==> config.mk <==
export PLATFORM = sky130hd
export DESIGN_NAME = div_seq
export DESIGN_NICKNAME = d
export VERILOG_FILES = /design/src/rtl/div_seq.sv
export SDC_FILE = /design/constraint.sdc
export NUM_CORES = 1
export LEC_CHECK = 0
export ABC_CLOCK_PERIOD_IN_PS = 4220
export CORE_ASPECT_RATIO = 0.8
export CORE_UTILIZATION = 40
export CTS_BUF_LIST = sky130_fd_sc_hd__clkbuf_2
export DETAILED_ROUTE_END_ITERATION = 8
export SETUP_SLACK_MARGIN = 0.5
export SLEW_MARGIN = 5
export SYNTH_ARGS = -nofsm -noshare
export SYNTH_HDL_FRONTEND = slang
export SYNTH_SLANG_ARGS = --single-unit
==> constraint.sdc <==
create_clock -name clk -period 4.22 [get_ports clk]
set_input_delay 0.844 -clock clk [delete_from_list [all_inputs] [get_ports clk]]
set_output_delay 0.844 -clock clk [all_outputs]
set_load 0.02 [all_outputs]
==> src/rtl/div_seq.sv <==
// div_seq: iterative 32-bit restoring divider for the EX stage.
// One quotient bit per cycle, single shared subtractor, stalls pipeline.
//
// Ports:
//   clk, rst          clock, asynchronous active-low reset
//   start_i           divide request, held until ready_o
//   annul_i           abort the current operation
//   signed_div_i      1 = DIV, 0 = DIVU (sampled at acceptance)
//   opdata1_i         dividend (sampled at acceptance)
//   opdata2_i         divisor (sampled at acceptance)
//   result_o          {remainder, quotient}
//   ready_o           result valid (whilo)
//   stallreq_o        stall request to pipeline control
//
// Build option: DIV_SIGNED_EN compiles in the signed (DIV) path;
// without it every operation is unsigned and signed_div_i is ignored.

module div_seq (
    input  logic        clk,
    input  logic        rst,
    input  logic        start_i,
    input  logic        annul_i,
    input  logic        signed_div_i,
    input  logic [31:0] opdata1_i,
    input  logic [31:0] opdata2_i,
    output logic [63:0] result_o,
    output logic        ready_o,
    output logic        stallreq_o
);

    typedef enum logic [1:0] {
        FREE   = 2'd0,
        BYZERO = 2'd1,
        ON     = 2'd2,
        END    = 2'd3
    } state_t;

    state_t      state;
    state_t      state_nxt;

    logic [64:0] work;
    logic [31:0] dvs;
    logic [5:0]  cnt;
    logic [32:0] diff;
    logic        accept;
    logic        last;
    logic [31:0] abs1;
    logic [31:0] abs2;
    logic [31:0] quo;
    logic [31:0] rem;

    assign accept = start_i & ~annul_i;
    assign last   = (cnt == 6'd32);

    // 33-bit compare: the shifted partial remainder can exceed 32 bits
    assign diff = work[64:32] - {1'b0, dvs};

`ifdef DIV_SIGNED_EN
    logic neg1;
    logic neg2;
    logic neg_q;
    logic neg_r;

    assign neg1 = signed_div_i & opdata1_i[31];
    assign neg2 = signed_div_i & opdata2_i[31];
    assign abs1 = neg1 ? (~opdata1_i + 32'd1) : opdata1_i;
    assign abs2 = neg2 ? (~opdata2_i + 32'd1) : opdata2_i;

    always_ff @(posedge clk or negedge rst) begin
        if (!rst) begin
            neg_q <= 1'b0;
            neg_r <= 1'b0;
        end else if (state == FREE && accept) begin
            neg_q <= neg1 ^ neg2;
            neg_r <= neg1;
        end
    end

    // quotient negative on sign mismatch; remainder follows dividend
    assign quo = neg_q ? (~work[31:0] + 32'd1) : work[31:0];
    assign rem = neg_r ? (~work[64:33] + 32'd1) : work[64:33];
`else
    logic unused_sgn;

    assign unused_sgn = signed_div_i;
    assign abs1       = opdata1_i;
    assign abs2       = opdata2_i;
    assign quo        = work[31:0];
    assign rem        = work[64:33];
`endif

    // state register
    always_ff @(posedge clk or negedge rst) begin
        if (!rst) begin
            state <= FREE;
        end else begin
            state <= state_nxt;
        end
    end

    // next-state logic; annul_i wins over every transition
    always_comb begin
        state_nxt = state;
        unique case (state)
            FREE: begin
                if (accept) begin
                    state_nxt = (opdata2_i == 32'd0) ? BYZERO : ON;
                end
            end
            BYZERO: begin
                state_nxt = annul_i ? FREE : END;
            end
            ON: begin
                if (annul_i) begin
                    state_nxt = FREE;
                end else if (last) begin
                    state_nxt = END;
                end
            end
            END: begin
                if (annul_i || !start_i) begin
                    state_nxt = FREE;
                end
            end
            default: state_nxt = FREE;
        endcase
    end

    // output logic
    always_comb begin
        stallreq_o = 1'b0;
        if (rst) begin
            unique case (state)
                FREE:       stallreq_o = accept;
                BYZERO, ON: stallreq_o = 1'b1;
                default:    stallreq_o = 1'b0;
            endcase
        end
    end

    // datapath: operand latch, shift-subtract loop, result register
    always_ff @(posedge clk or negedge rst) begin
        if (!rst) begin
            work     <= 65'd0;
            dvs      <= 32'd0;
            cnt      <= 6'd0;
            result_o <= 64'd0;
            ready_o  <= 1'b0;
        end else begin
            unique case (state)
                FREE: begin
                    if (accept) begin
                        work <= {32'd0, abs1, 1'b0};
                        dvs  <= abs2;
                        cnt  <= 6'd0;
                    end
                end
                BYZERO: begin
                    if (annul_i) begin
                        ready_o <= 1'b0;
                        cnt     <= 6'd0;
                    end else begin
                        result_o <= 64'd0;
                        ready_o  <= 1'b1;
                    end
                end
                ON: begin
                    if (annul_i) begin
                        ready_o <= 1'b0;
                        cnt     <= 6'd0;
                    end else if (last) begin
                        result_o <= {rem, quo};
                        ready_o  <= 1'b1;
                        cnt      <= 6'd0;
                    end else begin
                        if (diff[32]) begin
                            work <= {work[63:0], 1'b0};
                        end else begin
                            work <= {diff[31:0], work[31:0], 1'b1};
                        end
                        cnt <= cnt + 6'd1;
                    end
                end
                END: begin
                    if (annul_i || !start_i) begin
                        ready_o <= 1'b0;
                        cnt     <= 6'd0;
                    end
                end
                default: begin
                    ready_o <= 1'b0;
                    cnt     <= 6'd0;
                end
            endcase
        end
    end

endmodule

==> results.py, run 1 <==
metrics = {
    "setup_path": {
        "critical_path_class": "flip-flop to output port",
        "cp_max_fo": 10,
        "cp-start-kind": "flip-flop",
        "end_kind": "output port",
        "cp.required_ps": 3380,
        "arrival_ps": 2600,
        "critPathBufInv": 2,
        "cp_slowest_cell": "clkdlybuf4s50_1",
        "path_cells": "inv_1 > ha_2 > a21oi_1 > nor3b_1 > clkdlybuf4s50_1",
        "cp_slowest_stage_delay_ps": 630,
        "critical_path.top_delay_family": "buffers and inverters",
    },
    "synth": {
        "syn_area_sq_um": 9200,
        "async_flop_share_pct": 100,
        "syn_area_per_cell_sq_um": 9.53,
        "synth_top_family_by_area": "compound AO/OA/AOI/OAI gates",
        "synth_ff_type": "dfrtp_1",
        "synth_edf_count": 0,
        "synth_seq_area_share_pct": 46.2,
        "synth_cell_types": 65,
        "synthCells": 965,
        "muxShareOfSynthArea_pct": 10.0,
        "yosysWarnings": 0,
        "syn-num-nets": 1073,
        "synth_compound_area_share_pct": 17.6,
        "synth-simple-area-share_pct": 14.2,
        "ys_seq_elements": 170,
        "synthXorXnorAreaFrac_pct": 2.48,
        "yosys.area_share.adder_pct": 5.39,
    },
    "timing": {
        "whs_ps": 442,
        "finalSetupViolCount": 0,
        "maxSlewHeadroom_pct": 32.1,
        "drv_slew": 0,
        "worstMarginPinSlew_ps": 1010,
        "fin_skew_ps": 55.5,
        "period_minus_slack_ps": 3450,
        "hold_violations": 0,
        "rsz0062_at_grt": "false",
        "fin_crit_sh_pct": 81.7,
        "max_freq_mhz": 290,
        "tns_ps": 0,
    },
    "floorplanning": {
        "die_area_sq_um": 23600,
        "rows": 49,
        "io-pin-count": 135,
        "fp.coreArea_sq_um": 22500,
        "initial_core_util_pct": 40.9,
        "chipWidth_um": 172,
        "die_h_um": 138,
    },
    "placed_design": {
        "dp_hpwl_um": 16200,
        "gp_congestion": 0.883,
        "portBuffers": 133,
    },
    "power": {
        "ir_drop_uv": 431,
        "leakage_nw": 4.94,
        "p_total_mw": 8.73,
        "p_per_area_nw_per_um2": 785,
    },
    "clock_network": {
        "path_clk_slew_ps": 300,
        "cts_sinks": 170,
        "clockBufferDepth": 2,
        "clk_latency_ps": 790,
        "cts_root_buffer": "clkbuf_2",
        "htree_levels": 4,
        "cts_inserted_buffers": 17,
        "cts_tree": "yes",
        "post_cts_buffers": 0,
    },
    "detailed_routing": {
        "drtAntennaViolNets": 0,
        "dr.first_iter.drc_count": 358,
        "via_per_inst": 5.30,
        "first_pass_iters": 7,
        "vias": 7419,
        "post-route-drc-count": 0,
        "wirelength_um": 22700,
        "wl_per_cell_um": 16.2,
    },
    "global_route": {
        "grt_pass1_wl_um": 36600,
        "grt_max_degree": 101,
        "grt_antenna_before_repair": 1,
        "track_usage_pct": 19.9,
        "grt_pass1_vias": 6867,
        "grt_overflow": 0,
    },
    "layout": {
        "multi_input_area_sq_um": 4600,
        "fill_cells": 2220,
        "regArea_sq_um": 4250,
        "area_growth_pct": 20.9,
        "nets": 1189,
        "drive_gt1_share_pct": 8.59,
    },
    "job": {
        "timing.max_cap.violations": 0,
    },
    "outcome": {
        "status": "complete, no violations",
    },
    "hold_path": {
        "min_path_type": "input pin to async pin",
    },
}
-- cells in the mapped netlist (2+ instances only) --
cell / number / area share, %
o311ai_0: 2 / 0.19
a22o_1: 30 / 2.9
a221oi_1: 6 / 0.57
dfrtp_1: 170 / 46
a211oi_2: 2 / 0.27
o21bai_1: 6 / 0.49
nor2b_1: 4 / 0.27
nand2_1: 175 / 7.1
nand3_1: 15 / 0.82
mux2i_1: 55 / 6.0
a21oi_1: 41 / 2.2
a32oi_1: 2 / 0.19
o31a_1: 2 / 0.19
xnor2_1: 13 / 1.2
buf_1: 7 / 0.29
and3_1: 8 / 0.54
nor3_1: 14 / 0.76
o21a_1: 2 / 0.16
clkbuf_1: 36 / 1.5
buf_6: 2 / 0.24
a31oi_1: 4 / 0.27
and2_1: 6 / 0.41
a21oi_2: 2 / 0.19
mux2_2: 33 / 4.0
o211ai_1: 4 / 0.33
xor2_1: 13 / 1.2
nor2_1: 30 / 1.2
inv_1: 45 / 1.8
nor3b_1: 4 / 0.33
a21o_1: 7 / 0.57
nand2b_1: 5 / 0.34
a211oi_1: 4 / 0.33
o221ai_1: 4 / 0.38
nand4_1: 12 / 0.82
o21ai_0: 124 / 6.7
ha_1: 38 / 5.2
or2_2: 2 / 0.14
buf_2: 2 / 0.11
nor4_1: 8 / 0.54
-- placed cells by master, fill, tap and decap left out, types with 4 or more instances in the layout --
cell,instances
mux2_2,33
clkbuf_2,17
nor2b_1,4
o21bai_1,6
a22o_1,30
ha_1,36
inv_8,5
o211ai_1,4
a31oi_1,4
buf_4,11
dfrtp_1,170
nand2b_1,4
a211oi_1,4
and2_1,6
o21ai_0,124
nor4_1,8
a21o_1,7
nand2_1,175
nor3b_1,4
xor2_1,13
a221oi_1,6
a21oi_1,41
nand3_1,15
clkinv_4,4
clkdlybuf4s50_1,132
nor2_1,28
o221ai_1,4
nand4_1,12
xnor2_1,13
and3_1,8
nor3_1,14
mux2i_1,55
inv_1,45
-- cell type report --
class	count	share of cell area, %
multi-input cells	701	41.4
clock buffers	17	0.765
clock inverters	15	1.61
inverters	45	1.52
well taps	306	3.44
flip-flops and latches	170	38.3
diodes	1	0.0225
repair buffers	146	13.0
-- power by group --
part | switching, mW | internal [mW] | leakage, nW | total [mW]
Sequential | 0.440 | 2.21 | 2.22 | 2.66
Clock | 0.675 | 0.253 | 0.154 | 0.928
Combinational | 2.98 | 2.17 | 2.57 | 5.14
-- through the flow --
step	std cells	worst slack [ps]	cell area [sq um]	utilization (%)
floorplan	965	1230	9200	-
global placement	1367	866	10800	48.2
detailed placement	1367	831	10800	48.2
CTS	1400	643	11100	49.4
global route	1401	584	11100	49.4
finish	1401	773	11100	49.4
-- sequential cells by signal (all words and copies together) (netlist names) --
register and count:
cnt 6, ready_o 1, work 65, dvs 32, result_o 64, state 2
-- path summary, 6_finish.rpt --
path | cells past startpoint | slack (ps) | startpoint | end
setup / recovery | 5 | 770 | state[0]$_DFFE_PN0P_ | stallreq_o
hold / removal | 2 | 440 | rst | result_o[42]$_DFFE_PN0P_
setup reg to reg | 13 | 810 | work[32]$_DFFE_PN0P_ | work[36]$_DFFE_PN0P_
hold reg to reg | 2 | 520 | result_o[29]$_DFFE_PN0P_ | result_o[29]$_DFFE_PN0P_
max in group asynchronous | 3 | 2540 | rst | work[37]$_DFFE_PN0P_
min in group clk | 2 | 520 | result_o[29]$_DFFE_PN0P_ | result_o[29]$_DFFE_PN0P_
-- what timing repair did --
action	CTS	global route
hold buffers	1	0
hold endpoints to repair	24	0
endpoints found under the setup margin	0	1
resized for setup	0	1
-- cells by family after synthesis --
logic type               Yosys count
multiplexers                      88
flip-flops                       170
AO/OA/AOI/OAI                    258
XOR/XNOR                          26
buffers and inverters             94
adder cells (fa/ha/maj)           39
AND/OR/NAND/NOR                  290
-- layer usage --
layer  vias to the layer above  GRT usage (%)  wire, um
met1                      3602           30.3     11700
met5                         -              0         0
met2                       152           29.1      9800
met4                         0           3.47       185
li1                       3651              -         -
met3                        14           3.85       995
-- worst register-to-register path, cell delays in order (launching register included) --
cell       delay (ps)
dfrtp_1           460
inv_1              60
ha_1              160
inv_1              50
fa_1              410
a211oi_1          290
nor3_1            130
o211ai_2          240
a2111oi_0         180
a211o_4           380
nor2_8            290
buf_4             340
mux2i_1           220
o21ai_0            90
(Power assumes the default switching activity.)
==> inputs of run 2 (changes only) <==
--- a/config.mk
+++ b/config.mk
@@ -5,7 +5,7 @@
 export SDC_FILE = /design/constraint.sdc
 export NUM_CORES = 1
 export LEC_CHECK = 0
-export ABC_CLOCK_PERIOD_IN_PS = 4220
+export ABC_CLOCK_PERIOD_IN_PS = 2990
 export CORE_ASPECT_RATIO = 0.8
 export CORE_UTILIZATION = 40
 export CTS_BUF_LIST = sky130_fd_sc_hd__clkbuf_2
==> constraint.sdc (replaced) <==
create_clock -name clk -period 2.99 [get_ports clk]
set_input_delay 0.598 -clock clk [delete_from_list [all_inputs] [get_ports clk]]
set_output_delay 0.598 -clock clk [all_outputs]
set_load 0.02 [all_outputs]
==> results.py, run 2 (synthesis gave the netlist of run 1 again) <==
metrics = {
    "detailed_routing": {
        "vias": 7618,
        "drtAntennaViolNets": 0,
        "post-route-drc-count": 0,
        "wl_per_cell_um": 16.4,
        "wirelength_um": 23700,
        "dr.first_iter.drc_count": 600,
        "first_pass_iters": 6,
        "via_per_inst": 5.27,
    },
    "clock_network": {
        "cts_sinks": 170,
        "path_clk_slew_ps": 280,
        "clockBufferDepth": 2,
        "clk_latency_ps": 790,
        "cts_root_buffer": "clkbuf_2",
        "cts_tree": "yes",
        "cts_inserted_buffers": 17,
        "htree_levels": 4,
    },
    "timing": {
        "fin_skew_ps": 41.5,
        "fin_crit_sh_pct": 95.5,
        "max_freq_mhz": 350,
        "drv_slew": 0,
        "whs_ps": 144,
        "finalSetupViolCount": 0,
        "period_minus_slack_ps": 2850,
        "tns_ps": 0,
        "hold_violations": 0,
        "rsz0062_at_grt": "true",
        "maxSlewHeadroom_pct": 39.9,
        "worstMarginPinSlew_ps": 901,
    },
    "placed_design": {
        "dp_hpwl_um": 16900,
        "gp_congestion": 0.897,
        "portBuffers": 133,
        "placed_cell_area_sq_um": 11200,
    },
    "hold_path": {
        "min_path_type": "input pin to async pin",
    },
    "floorplanning": {
        "rows": 49,
        "fp.coreArea_sq_um": 22500,
        "io-pin-count": 135,
        "initial_core_util_pct": 40.9,
        "chipWidth_um": 172,
        "die_area_sq_um": 23600,
        "die_h_um": 138,
    },
    "power": {
        "leakage_nw": 6.20,
        "p_total_mw": 13.6,
        "ir_drop_uv": 537,
        "p_per_area_nw_per_um2": 1150,
    },
    "layout": {
        "drive_gt1_share_pct": 15.0,
        "largest_reg_flops": 65,
        "nets": 1234,
        "regMostFlops": "work",
        "layout_commonest_cell": "nand2_1",
        "fin_area_sq_um": 11800,
        "final_cell_mix": "173 x nand2_1, 170 x dfrtp_1, 99 x o21ai_0",
        "area_growth_pct": 28.8,
        "reg_top3": "work (65), result_o (64), dvs (32)",
        "utilization_pct": 52.6,
    },
    "setup_path": {
        "rr_startpoint": "work[32]$_DFFE_PN0P_",
        "cp_slowest_stage_delay_ps": 450,
        "cp.required_ps": 3670,
        "end_kind": "flip-flop",
        "cp_slowest_cell": "dfrtp_1",
        "path_cells": "inv_1 > ha_2 > inv_2 > fa_2 > a211oi_4 > nor3_2 > o211ai_2 > a2111oi_2 > a211o_4 > or2_4 > buf_6 > a32o_1 > a31o_1",
        "critical_path_class": "flip-flop to flip-flop",
        "arrival_ps": 3530,
        "cp-start-kind": "flip-flop",
        "reg2reg_depth": 13,
        "regToRegSetupSlack_ps": 140,
        "cp_max_fo": 3,
        "r2r_end": "work[52]$_DFFE_PN0P_",
    },
    "global_route": {
        "track_usage_pct": 20.7,
        "grt_max_degree": 170,
        "grt_antenna_before_repair": 1,
        "grt_pass1_vias": 7183,
        "grt_overflow": 0,
        "grt_pass1_wl_um": 38000,
    },
    "outcome": {
        "status": "complete, no violations",
    },
    "job": {
        "timing.max_cap.violations": 0,
    },
}
run 2: cell types whose count changed in the layout (fill, tap and decap cells not counted), sizes merged, moves of 2 or more:
cell and change:
dlygate4sd2 +9, clkdlybuf4s50 -64, inv +2, dlymetal6s2s +54, buf +44
run 2: worst max-delay path: cells and delay by family, from the launching register on:
family,cells,cell delay [ps]
buffers and inverters,3,230
adder cells (fa/ha/maj),2,530
AND/OR/NAND/NOR,2,330
flip-flops,1,450
AO/OA/AOI/OAI,6,1220
run 2: worst max-delay path by stage:
stage	startpoint	to	slack (ps)
after floorplan	work[32]$_DFFE_PN0P_	work[52]$_DFFE_PN0P_	160
after global routing	work[32]$_DFFE_PN0P_	work[50]$_DFFE_PN0P_	10
after CTS	state[0]$_DFFE_PN0P_	stallreq_o	90
after global placement	work[32]$_DFFE_PN0P_	work[50]$_DFFE_PN0P_	130
final	work[32]$_DFFE_PN0P_	work[52]$_DFFE_PN0P_	140
after detailed placement	work[32]$_DFFE_PN0P_	work[52]$_DFFE_PN0P_	100
run 2: repair_timing:
item	4_1_cts	5_1_grt
gates cloned	1	0
buffers inserted	8	1
setup endpoints to repair	43	88
hold endpoints to repair	46	0
hold buffers	1	0
pin swaps	13	11
resized for setup	33	78
run 2: power breakdown:
group / internal (mW) / leakage, nW / switching [mW]
sequential: 3.12 / 2.22 / 0.595
clock: 0.288 / 0.150 / 0.968
combinational: 3.82 / 3.83 / 4.77
run 2: metrics by stage:
| stage | worst slack [ps] | std cells |
|---|---|---|
| 2_1_floorplan | 165 | 965 |
| 3_3_place_gp | 132 | 1402 |
| 3_5_place_dp | 96.1 | 1402 |
| 4_1_cts | 92.0 | 1444 |
| 5_1_grt | 14.8 | 1446 |
| 6_report | 136 | 1446 |
run 2: cell type report:
cell class	instances	area (sq um)
clock buffers	17	85.1
multi-input cells	701	4800
inverters	45	169
repair buffers	191	1990
clock inverters	15	168
fillers	2129	10700
well taps	306	383
diodes	1	2.50
flip-flops and latches	170	4250
run 2: routing by layer:
| layer | part of all wire [%] | up-vias | routed length (um) | GRT usage (%) |
|---|---|---|---|---|
| met5 | 0 | - | 0 | 0 |
| met4 | 0.62 | 0 | 146 | 3.92 |
| met3 | 4.4 | 12 | 1030 | 3.76 |
| met2 | 43 | 166 | 10200 | 30.3 |
| met1 | 52 | 3673 | 12300 | 31.4 |
| li1 | - | 3767 | - | - |
==> inputs of run 3 (changes only) <==
--- a/config.mk
+++ b/config.mk
@@ -11,7 +11,7 @@
 export CTS_BUF_LIST = sky130_fd_sc_hd__clkbuf_2
 export DETAILED_ROUTE_END_ITERATION = 8
 export SETUP_SLACK_MARGIN = 0.5
-export SLEW_MARGIN = 5
+export SLEW_MARGIN = 20
 export SYNTH_ARGS = -nofsm -noshare
 export SYNTH_HDL_FRONTEND = slang
 export SYNTH_SLANG_ARGS = --single-unit
==> results of run 3 <==
No change in the layout: final DEF, timing and power equal those of run 2.
